===== src/rtl/encoder8_3_rr.sv =====
// Round-robin priority encoder: picks one of N requests fairly and presents its
// index on a registered valid/ready output, with a one-cycle one-hot grant pulse.
module encoder8_3_rr #(
  parameter int W = 3,
  parameter int N = 8
) (
  input  logic         clk,
  input  logic         reset,
  input  logic         en,
  input  logic [N-1:0] req,
  input  logic         out_ready,
  output logic         out_valid,
  output logic [W-1:0] out_idx,
  output logic         out_multi,
  output logic [N-1:0] grant
);

  logic [W-1:0] r_ptr;
  logic         r_valid;
  logic [W-1:0] r_idx;
  logic         r_multi;
  logic [N-1:0] r_grant;

  logic         w_free;
  logic         w_load;
  logic         w_found;
  logic         w_multi;
  logic [W-1:0] w_k;
  logic [W-1:0] w_cand;

  assign w_free  = !r_valid || out_ready;
  assign w_multi = (req & (req - N'(1))) != '0;
  assign w_load  = w_free && en && w_found;

  // Scan from the farthest offset down so the one closest to r_ptr wins;
  // W-bit addition wraps modulo N because N == 2**W.
  always_comb begin
    w_k     = '0;
    w_found = 1'b0;
    w_cand  = '0;
    for (int i = N - 1; i >= 0; i--) begin
      w_cand = r_ptr + W'(i);
      if (req[w_cand]) begin
        w_k     = w_cand;
        w_found = 1'b1;
      end
    end
  end

  always_ff @(posedge clk) begin
    if (!reset) begin
      r_ptr   <= '0;
      r_valid <= 1'b0;
      r_idx   <= '0;
      r_multi <= 1'b0;
      r_grant <= '0;
    end else begin
      r_grant <= '0;
      if (w_load) begin
        r_idx   <= w_k;
        r_valid <= 1'b1;
        r_multi <= w_multi;
        r_ptr   <= w_k + W'(1);
        r_grant <= N'(1) << w_k;
      end else if (w_free) begin
        r_valid <= 1'b0;
      end
    end
  end

  assign out_valid = r_valid;
  assign out_idx   = r_idx;
  assign out_multi = r_multi;
  assign grant     = r_grant;

endmodule


===== config.mk =====
export PLATFORM = sky130hd
export DESIGN_NAME = encoder8_3_rr
export DESIGN_NICKNAME = d
export VERILOG_FILES = /design/src/rtl/encoder8_3_rr.sv
export SDC_FILE = /design/constraint.sdc
export NUM_CORES = 1
export LEC_CHECK = 0
export CORE_MARGIN = 2
export CORE_UTILIZATION = 34
export DETAILED_ROUTE_END_ITERATION = 8
export PLACE_DENSITY = 0.62
export SLEW_MARGIN = 25
export SYNTH_ARGS = -nofsm -noshare
export SYNTH_HDL_FRONTEND = slang
export SYNTH_SLANG_ARGS = --single-unit

===== constraint.sdc =====
create_clock -name clk -period 5.6 [get_ports clk]
set_input_delay 0.84 -clock clk [delete_from_list [all_inputs] [get_ports clk]]
set_output_delay 0.84 -clock clk [all_outputs]
set_load 0.05 [all_outputs]

==> flow_metrics.py <==
metrics = {
    "route": {
        "wl_per_cell_um": 13.59,
        "viasPerCell": 5.415,
        "wirelength_um": 3179,
        "remaining_drc_errors": 0,
        "num_vias": 1267,
        "drt_iter0_markers": 53,
        "dr.pass1.iters": 4,
        "ant_nets": 0,
    },
    "cells_and_area": {
        "final_nets": 201,
        "mostFrequentLayoutCells": "24 x clkdlybuf4s50_1, 16 x nor2_1, 16 x dfxtp_1",
        "layout-drive-gt1-share": 0.1648,
        "num_antenna_cells": 0,
        "final_common_cell": "clkdlybuf4s50_1",
        "fillers": 447,
        "utilization": 0.4204,
        "area_delta_synth_final_pct": 19.23,
        "fin_area_sq_um": 1831,
    },
    "synthesis": {
        "synth_area_per_cell_sq_um": 9.419,
        "ys_types": 59,
        "synthArstFlopShare": 0,
        "ys_seq_area_frac": 0.2086,
        "synthSimpleGateAreaFrac": 0.1972,
        "netlist_instances": 163,
        "synth-edff-count": 0,
        "synth_compound_area_frac": 0.2176,
        "synth-xor-area-share": 0.02200,
        "synth_warnings": 0,
        "synth_seq_cells": 16,
        "synthFlopType": "dfxtp_1",
        "synthAdderAreaFrac": 0.05542,
        "synth_nets": 181,
        "muxShareOfSynthArea": 0.2323,
        "synth_top_family_by_area": "multiplexers",
        "syn_area_sq_um": 1535,
    },
    "min_path": {
        "whs_path_depth": 2,
        "worstHoldStart": "out_idx[1]",
        "whs_endpoint": "out_idx[1]",
        "worstHoldPathType": "reg -> reg",
    },
    "timing": {
        "worst_pin_slew_ns": 0.7398,
        "relSlewSlack": 0.5061,
        "layout_min_cycle_time_ns": 3.831,
        "slew_viol_final": 0,
        "rsz0062_at_grt": "false",
        "finalClockSkew_ns": 0.0003939,
        "fin_tns_setup_ns": 0,
        "setup_violations": 0,
        "hold_violations": 0,
        "timing.fmax_mhz": 261.0,
        "period_share": 0.6841,
    },
    "clock_network": {
        "post_cts_buffers": 0,
        "clk_latency_ns": 0.24,
        "clk_pin_slew_ns": 0.06,
        "cts_hold_buf": 0,
        "cts_tree": "built",
        "htree_levels": 1,
        "cts_num_sinks": 16,
        "clockRootBuffer": "clkbuf_8",
        "cts_buffers": 3,
        "cts_buffer_depth": 2,
        "post_cts_resized": 0,
    },
    "setup_path": {
        "cp_top_family": "multiplexers",
        "r2r_setup_slack_ns": 1.77,
        "critPathMaxStageDelay_ns": 0.80,
        "r2r-start": "r_ptr[0]",
        "cp_data_arrival_time_ns": 3.94,
        "rr_worst_depth": 13,
        "cp.required_ns": 5.71,
        "crit_fanout": 16,
        "crit_path_cell_trace": "inv_1 > ha_1 > mux4_2 > mux2_2 > o21ai_1 > a311oi_2 > mux2i_1 > inv_1 > ha_1 > nand2_1 > a211oi_1 > o211ai_1 > o221ai_2",
        "worstSetupStartpointType": "flop",
        "path_class": "reg -> reg",
        "cp.buffers_inverters": 2,
        "reg2reg_to": "r_ptr[2]",
        "slowest_stage": "dfxtp_1",
        "end_kind": "flop",
    },
    "power_and_ir_drop": {
        "p_total_uw": 1087,
        "power_density_nw_per_um2": 593.7,
        "leakagePower_uw": 0.0006761,
        "ir_drop_v": 0.0003046,
    },
    "grt": {
        "grt.total_usage": 0.1348,
        "grt_pass1_wl_um": 5582,
        "grt_pass1_vias": 1127,
        "antenna_found_initial": 0,
        "grt_max_degree": 18,
        "grt_overflow": 0,
    },
    "die": {
        "die-area_sq_um": 5069,
        "start_util": 0.3526,
        "io_pins": 25,
        "chipWidth_um": 71.20,
        "core_region_area_sq_um": 4354,
        "die_height_um": 71.20,
        "row_count": 24,
    },
    "placed_design": {
        "hpwlAfterDp_um": 2459,
        "placedInstanceArea_sq_um": 1775,
        "numPortBuffers": 24,
        "place_congestion": 0.8298,
    },
    "job": {
        "drv_cap": 0,
    },
    "outcome": {
        "outcome": "completed",
    },
}
[where the power goes]
part,internal [uW],switching (uW)
sequential,141,53.5
combinational,341,452
clock,62.3,37.3
total,544,543
[layout make-up]
cell class / count / area [sq um] / area share
clock buffers: 4 / 55.05 / 0.03008
inverters: 10 / 37.54 / 0.02051
multi-input cells: 128 / 1112 / 0.6077
flip-flops and latches: 16 / 320.3 / 0.1750
well taps: 52 / 65.06 / 0.03554
repair buffers: 24 / 240.2 / 0.1312
[cells in the mapped netlist, drive strengths merged, types with 4 or more instances]
| cell type | n | area (sq um) |
|---|---|---|
| buf | 6 | 53.79 |
| nand2 | 14 | 52.55 |
| ha | 6 | 75.07 |
| mux2 | 5 | 56.30 |
| mux4 | 9 | 210.2 |
| a21oi | 5 | 36.29 |
| mux2i | 9 | 90.09 |
| o21ai | 7 | 35.03 |
| dfxtp | 16 | 320.3 |
| inv | 10 | 37.54 |
| a211oi | 5 | 47.54 |
| nand3 | 5 | 30.03 |
| and3 | 4 | 26.28 |
| nor2 | 16 | 60.06 |
[routing by layer]
metal / vias to the layer above / GRT usage / wire [um]
li1: 650 / - / -
met1: 586 / 0.1984 / 1567
met2: 29 / 0.2068 / 1462
met3: 2 / 0.03419 / 140
met4: 0 / 0.01258 / 9
met5: - / 0 / 0
[worst max-delay path by stage]
| stage | to | slack [ns] | cells past startpoint | from |
|---|---|---|---|---|
| 6_report | r_ptr[2] | 1.77 | 13 | r_ptr[0] |
| 5_1_grt | r_ptr[2] | 1.44 | 13 | r_ptr[0] |
| 3_3_place_gp | r_ptr[2] | 1.61 | 12 | req[0] |
| 3_5_place_dp | r_ptr[2] | 1.57 | 12 | req[0] |
| 2_1_floorplan | r_ptr[2] | 2.41 | 16 | r_ptr[0] |
| 4_1_cts | r_ptr[2] | 1.75 | 13 | r_ptr[0] |
[kinds of logic after synthesis]
group / count (synthesis)
and+or+nand+nor: 57
AOI/OAI and AO/OA: 38
muxes: 23
buffers and inverters: 19
DFF: 16
adders and majority gates: 7
xor gates and xnor gates: 3
[worst reg2reg max path, stage by stage, from the launching register on]
cell and delay [ns]:
dfxtp_1 0.80, inv_1 0.15, ha_1 0.50, mux4_2 0.49, mux2_2 0.33, o21ai_1 0.18
a311oi_2 0.17, mux2i_1 0.37, inv_1 0.12, ha_1 0.21, nand2_1 0.07, a211oi_1 0.06
o211ai_1 0.14, o221ai_2 0.12
[state kept, by name, summed over array words and instances (netlist names)]
signal / flops
grant: 8
out_idx: 3
out_multi: 1
out_valid: 1
r_ptr: 3
[metrics by stage]
step / std cells / hold slack (ns) / setup WS [ns]
global route: 234 / 0.5157 / 1.436
detailed placement: 230 / 0.4828 / 1.565
global placement: 230 / 0.4898 / 1.612
finish: 234 / 0.4912 / 1.769
CTS: 234 / 0.4952 / 1.750
floorplan: 163 / 0.7094 / 2.410
(Power assumes the default switching activity.)
